### config.mk
export PLATFORM = sky130hd
export DESIGN_NAME = spi_master_ctrl
export DESIGN_NICKNAME = d
export VERILOG_FILES = /design/src/rtl/spi_master_ctrl.sv
export SDC_FILE = /design/constraint.sdc
export NUM_CORES = 1
export LEC_CHECK = 0
export ABC_AREA = 0
export ABC_CLOCK_PERIOD_IN_PS = 1900
export BUFFER_PORTS_ARGS = -buffer_cell sky130_fd_sc_hd__buf_4
export CAP_MARGIN = 20
export CORE_MARGIN = 4
export CORE_UTILIZATION = 35
export CTS_CLUSTER_SIZE = 8
export DETAILED_ROUTE_END_ITERATION = 8
export HOLD_SLACK_MARGIN = 0.02
export PLACE_DENSITY = 0.54
export SETUP_SLACK_MARGIN = 0.15
export SLEW_MARGIN = 20
export SYNTH_ARGS = -nofsm -noshare
export SYNTH_HDL_FRONTEND = slang
export SYNTH_SLANG_ARGS = --single-unit
### constraint.sdc
create_clock -name clk -period 1.9 [get_ports clk]
set_input_delay 0.285 -clock clk [delete_from_list [all_inputs] [get_ports clk]]
set_output_delay 0.285 -clock clk [all_outputs]
set_load 0.01 [all_outputs]
### src/rtl/spi_master_ctrl.sv
// SPI master with CPOL/CPHA modes, SCLK divider and multi-word chip-select chaining.
// Optional SPI_MASTER_CTRL_LOOPBACK_EN adds cfg_loopback (sample internal mosi, no CS).
module spi_master_ctrl #(
    parameter int DATA_W = 8,
    parameter int NUM_CS = 2,
    parameter int DIV_W  = 8,
    localparam int SEL_W = (NUM_CS > 1) ? $clog2(NUM_CS) : 1
) (
    input  logic              clk,
    input  logic              reset,
    input  logic              cfg_cpol,
    input  logic              cfg_cpha,
    input  logic [DIV_W-1:0]  cfg_div,
`ifdef SPI_MASTER_CTRL_LOOPBACK_EN
    input  logic              cfg_loopback,
`endif
    input  logic              tx_valid,
    output logic              tx_ready,
    input  logic [DATA_W-1:0] tx_data,
    input  logic [SEL_W-1:0]  tx_cs_sel,
    input  logic              tx_last,
    output logic              rx_valid,
    output logic [DATA_W-1:0] rx_data,
    output logic              busy,
    output logic              sclk,
    output logic              mosi,
    input  logic              miso,
    output logic [NUM_CS-1:0] cs_n
);

    localparam int EDGES = 2 * DATA_W;
    localparam int EW    = $clog2(EDGES + 1);

    typedef enum logic [2:0] {IDLE, SETUP, XFER, HOLD, CHAIN} state_t;

    state_t             state;
    logic [DIV_W-1:0]   cnt;
    logic [DIV_W-1:0]   div_q;
    logic [EW-1:0]      ecnt;
    logic [DATA_W-1:0]  tx_sh;
    logic [DATA_W-1:0]  rx_sh;
    logic [SEL_W-1:0]   sel_q;
    logic               last_q;
    logic               cpha_q;
    logic               sclk_q;
    logic               hp_done;
    logic               leading;
    logic               final_edge;
    logic               din;
    logic               lb_in;

`ifdef SPI_MASTER_CTRL_LOOPBACK_EN
    logic lb_q;
    assign lb_in = cfg_loopback;
    assign din   = lb_q ? mosi : miso;
`else
    assign lb_in = 1'b0;
    assign din   = miso;
`endif

    function automatic logic [NUM_CS-1:0] cs_dec(input logic [SEL_W-1:0] s);
        logic [NUM_CS-1:0] m;
        m = '1;
        for (int i = 0; i < NUM_CS; i++)
            if (int'(s) == i) m[i] = 1'b0;
        return m;
    endfunction

    assign hp_done    = (cnt == div_q);
    assign leading    = ~ecnt[0];
    assign final_edge = (ecnt == EW'(EDGES - 1));
    assign tx_ready   = (state == IDLE) || (state == CHAIN);
    assign busy       = (state != IDLE);
    assign sclk       = (state == IDLE) ? cfg_cpol : sclk_q;

    always_ff @(posedge clk) begin
        rx_valid <= 1'b0;
        if (reset) begin
            state  <= IDLE;
            rx_data <= '0;
            mosi   <= 1'b0;
            cs_n   <= '1;
            cnt    <= '0;
            div_q  <= '0;
            ecnt   <= '0;
            tx_sh  <= '0;
            rx_sh  <= '0;
            sel_q  <= '0;
            last_q <= 1'b0;
            cpha_q <= 1'b0;
            sclk_q <= 1'b0;
`ifdef SPI_MASTER_CTRL_LOOPBACK_EN
            lb_q   <= 1'b0;
`endif
        end else begin
            unique case (state)
                IDLE, CHAIN: begin
                    if (tx_valid) begin
                        state  <= SETUP;
                        tx_sh  <= tx_data;
                        mosi   <= tx_data[DATA_W-1];
                        last_q <= tx_last;
                        cpha_q <= cfg_cpha;
                        sclk_q <= cfg_cpol;
                        div_q  <= cfg_div;
                        cnt    <= '0;
                        ecnt   <= '0;
`ifdef SPI_MASTER_CTRL_LOOPBACK_EN
                        lb_q   <= cfg_loopback;
`endif
                        // a chained word keeps the select held from the first word
                        if (state == IDLE) begin
                            sel_q <= tx_cs_sel;
                            cs_n  <= lb_in ? '1 : cs_dec(tx_cs_sel);
                        end
                    end
                end
                SETUP, XFER: begin
                    if (hp_done) begin
                        cnt    <= '0;
                        sclk_q <= ~sclk_q;
                        ecnt   <= ecnt + 1'b1;
                        if (leading ^ cpha_q) begin
                            rx_sh <= {rx_sh[DATA_W-2:0], din};
                        end else if (!final_edge) begin
                            mosi  <= cpha_q ? tx_sh[DATA_W-1] : tx_sh[DATA_W-2];
                            tx_sh <= tx_sh << 1;
                        end
                        state <= final_edge ? HOLD : XFER;
                    end else begin
                        cnt <= cnt + 1'b1;
                    end
                end
                HOLD: begin
                    if (hp_done) begin
                        cnt      <= '0;
                        rx_valid <= 1'b1;
                        rx_data  <= rx_sh;
                        if (last_q) begin
                            cs_n  <= '1;
                            state <= IDLE;
                        end else begin
                            state <= CHAIN;
                        end
                    end else begin
                        cnt <= cnt + 1'b1;
                    end
                end
                default: state <= IDLE;
            endcase
        end
    end

endmodule

* Word level (Yosys, flattened, before mapping)
Index checks and enable logic that the tools add are counted. W data, S select, Z words.
Cells by class: add/subtract/negate cells 2, multiplexer cells 35, equality and inequality tests 13, bitwise gates (word level) 4, reduce and logical (&&, ||, !) cells 18
Operator list (count):
- $mux W8 | 6
- $pmux W8 S2 | 2
- $ne A2 B2 Y1 const B | 7
- $mux W1 | 12
- $mux W3 | 4
- $mux W5 | 2
- $pmux W5 S2 | 1
- $reduce_and A5 Y1 | 2
- $pmux W3 S3 | 1
- $reduce_and A3 Y1 | 3
- $add A8 B1 Y8 const B | 1
- $eq A8 B8 Y1 | 1
- $mux W2 | 4
- $eq A3 B2 Y1 const B | 2
- $reduce_and A2 Y1 | 3
- $reduce_bool A2 Y1 | 3
- $reduce_or A2 Y1 | 3
- $add A5 B1 Y5 const B | 1
- $eq A5 B4 Y1 const B | 1
- $pmux W1 S2 | 2
- $pmux W2 S2 | 1
- $eq A3 B1 Y1 const B | 1
- $eq A3 B3 Y1 const B | 1
- $logic_not A3 Y1 | 1
- other kinds (5) | 7
Storage, ports and cells: output and inout port bits 15, register bits 55, logic and storage cells 85, input port bits 24

* Longest topological paths before layout
word-level depth 5, depth in mapped cells 8, mapped depth without buffers 7

* Worst setup path before layout
Ideal clock, no wire load.
kind reg2reg, start point register ecnt[0], end point register tx_sh[7], clock period less this slack 1.802 ns, buffers on the path 0, arrival 1.732 ns, data required time 1.830 ns, setup time 0.070 ns, path slack 0.098 ns, cell stages (with the launch flop) 8, cells stage by stage dfxtp_1 -> ha_1 -> and3_1 -> ha_1 -> nor3_1 -> a31oi_1 -> or3_1 -> a21oi_1
Between the ends: longest elaborated chain between the ends 4, elaborated cells between the ends (all ways) 6, classes of those cells 3 x eq/ne; 2 x bitwise; 1 x reduce/logical
Ends and longest elaborated chain:
- start, declared | line 39 | logic [EW-1:0] ecnt;
- start signal, assigned | line 122 | ecnt <= ecnt + 1'b1;
- parallel branches: the longest is 3 deep, another holds $eq A5 B4 Y1
- $reduce_and A5 Y1 (no source line) (*)
- end signal, assigned | line 100 | tx_sh <= tx_data;
- end signal, assigned | line 127 | tx_sh <= tx_sh << 1;
- end, declared | line 40 | logic [DATA_W-1:0] tx_sh;
Every way passes the cells marked *. A chain may end at the register's enable or synchronous reset.

* Final worst setup path
start point register state[2], end point output sclk
Between the ends: longest elaborated chain between the ends 2
Ends and longest elaborated chain:
- start, declared | line 36 | state_t state;
- start signal, assigned | line 129 | state <= final_edge ? HOLD : XFER;
- $logic_not A3 Y1 | line 74 | assign sclk = (state == IDLE) ? cfg_cpol : sclk_q;
- $mux W1 | line 74
- end, declared | line 25 | output logic sclk,
No other way between the ends.

==> reports/metrics.cfg <==
[worst_setup_path]
arrival_ps = 1590
worstReg2RegStart = ecnt[0]$_SDFFE_PP0P_
path_class = register to output pin
reg2regPathDepth = 7
start_kind = register
critPathMaxFanout = 12
rrSetupSlack_ps = 60
endpoint_kind = output pin
reg2reg_to = tx_sh[7]$_SDFFE_PP0P_
worst_ep_required_time_ps = 1620

[run]
drv_cap = 0

[synth]
netlist_top_cells_count = 55 x dfxtp_1, 28 x mux2i_1, 28 x nand2_1
synthArstFlopShare_pct = 0
yosysMostFrequentCell = dfxtp_1
synth.net_count = 309
ys_seq_area_share_pct = 43.6
yosysTopAreaCell = dfxtp_1
yosysTopAreaCellShare_pct = 43.6
yosysWarnings = 0
synth_area_leaders = dfxtp_1 44%, mux2i_1 11%, a21oi_1 4.8%
synth_flop_cell = dfxtp_1
synth_edf_count = 0
synth_seq_cells = 55
syn_area_per_cell_sq_um = 8.96
synth_cells = 282
syn_area_sq_um = 2530
ys_types = 40

[route]
routed.top_layer = met4
drt-total-wl_um = 6390
vias_per_cell = 4.93
firstDrtPassIters = 4
met2_wirelength_um = 2890
wl_met3_um = 286
final_antenna_net_count = 0
drcViolationCount = 0
first_iter_violations = 50
num_vias = 2212
post_drt_wl_per_cell_um = 14.2
wirelength_met1_um = 3120

[clocking]
clk_pin_slew_worst_paths_ps = 120
cts.sinks = 55
clockRootBuffer = clkbuf_8
h-tree-depth = 2
clkLatencyLatePin_ps = 320
numCtsBuffers = 5
cts_max_path_buffers = 2
cts_tree = done

[placement]
port_buffers = 38
placed_area_sq_um = 3080
finalWeightedCongestion = 0.789
place_hpwl_um = 4130

[min_path]
whs_endpoint = rx_sh[0]$_SDFFE_PP0P_
hold_path.startpoint = miso
hold_class = primary input to register
min_path_cells = 3

[sta]
setup_viol = 0
slew_headroom_pct = 71.9
layout_min_cycle_time_ps = 1870
finClkSkew_ps = 10.3
worst_slew_pin_slew_ps = 422
rsz0062_at_grt = true
hold_violations = 0
min_period_over_period_pct = 98.6
maxSlewViolCount = 0
fmax_mhz = 534

[status]
status = finished clean

[layout]
stdcell_area_sq_um = 3550
final_nets = 379
drive_above_1_share_pct = 35.4
area_growth_pct = 40.5
num_antenna_cells = 0
fill_cells = 689
final_util_pct = 51.4

[floorplan]
core-area_sq_um = 6910
initial_core_util_pct = 36.6
die_area_sq_um = 8640
pin_count = 39
floorplan.rows = 30
die_height_um = 93.0
die_w_um = 93.0

[pwr]
power_density_nw_per_um2 = 816
p_total_w = 0.00290
p_leak_nw = 1.48
ir_drop_uv = 380

[grt]
grt_max_degree = 40
antenna_found_initial = 0
grt_overflow_total = 0
track_usage_pct = 15.2
grt_pass1_vias = 2113
grt_pass1_wl_um = 10500

## stage by stage
step                setup TNS [ps]  hold WS [ps]  worst slack [ps]  cells
detailed placement            -324           461             -77.1    424
CTS                              0           179              7.25    446
floorplan                        0           421               137    282
global placement             -36.0           452             -7.30    424
global route                 -33.2           188             -9.93    449
finish                           0           187              27.0    449
## placed cells by master, fill, tap and decap left out, types with 2 or more instances in the layout
cell and count:
a211oi_1 3, a21oi_1 22, a21oi_2 2, a31oi_4 4, and2_1 2, and3_1 4, and3_4 2, buf_12 2
buf_4 68, buf_6 7, clkbuf_8 5, dfxtp_1 46, dfxtp_2 8, ha_4 2, inv_1 3, inv_8 2
mux2i_1 28, nand2_1 27, nand3_1 10, nand4_1 2, nand4b_1 3, nor2_1 25, nor2b_1 2, nor3_1 2
nor4_4 2, o21ai_0 4, o21ai_1 9, o31ai_1 3, or3_1 11, xnor2_1 3, xor2_1 8, xor2_2 4
## worst max-delay path, stage by stage, from the launching register on
cell and delay [ps]:
dfxtp_2 420, or3_4 430, mux2_4 310, buf_6 120
## registers in the layout, summed over array words and instances (netlist names)
name,flops
cnt,8
cpha_q,1
cs_n,2
div_q,8
ecnt,5
last_q,1
mosi,1
rx_data,8
rx_sh,8
rx_valid,1
sclk_q,1
state,3
tx_sh,8
## repair_timing
| action | 4_1_cts | 5_1_grt |
|---|---|---|
| setup buffers | 12 | 3 |
| cloned | 2 | 0 |
| gates resized for setup | 36 | 20 |
| endpoints found under the setup margin | 32 | 46 |
| hold buffers | 0 | 0 |
| pin swaps | 26 | 8 |
## final cells by class
type                            instances  area [sq um]  area share [%]
Clock buffer                            5          68.8            1.94
Clock inverter                          3          31.3           0.881
Inverter                                3          11.3           0.317
Multi-Input combinational cell        210          1580            44.4
Sequential cell                        55          1110            31.4
Tap cell                               96           120            3.38
Timing Repair Buffer                   77           629            17.7
## logic make-up after synthesis
| group | share of synthesized area [%] |
|---|---|
| adders and majority gates | 1.49 |
| and+or+nand+nor | 22.3 |
| DFF | 43.6 |
| muxes | 12.0 |
| xor gates and xnor gates | 5.54 |
| buffers and inverters | 2.97 |
| AOI/OAI and AO/OA | 12.2 |
## power by group
group / switching, W / internal, W
Combinational: 0.000466 / 0.000433
Sequential: 0.0000580 / 0.00122
Clock: 0.000438 / 0.000281
## layer usage
layer  vias to the layer above  global-route usage (%)
li1                       1139                       -
met5                         -                       0
met1                      1025                    21.5
met2                        41                    22.7
met3                         7                    3.38
met4                         0                    5.01
## worst max path at each step
stage / start / to / cells after the start / slack, ps
floorplan: cnt[0]$_SDFFE_PP0P_ / rx_data[1]$_SDFFE_PP0P_ / 6 / 140
global placement: ecnt[0]$_SDFFE_PP0P_ / tx_sh[6]$_SDFFE_PP0P_ / 7 / -7
detailed placement: ecnt[0]$_SDFFE_PP0P_ / tx_sh[7]$_SDFFE_PP0P_ / 7 / -80
CTS: ecnt[0]$_SDFFE_PP0P_ / tx_sh[7]$_SDFFE_PP0P_ / 7 / 7
global route: ecnt[1]$_SDFFE_PP0P_ / tx_sh[1]$_SDFFE_PP0P_ / 8 / -10
finish: state[2]$_SDFFE_PP0P_ / sclk / 3 / 30
(Power assumes the default switching activity.)
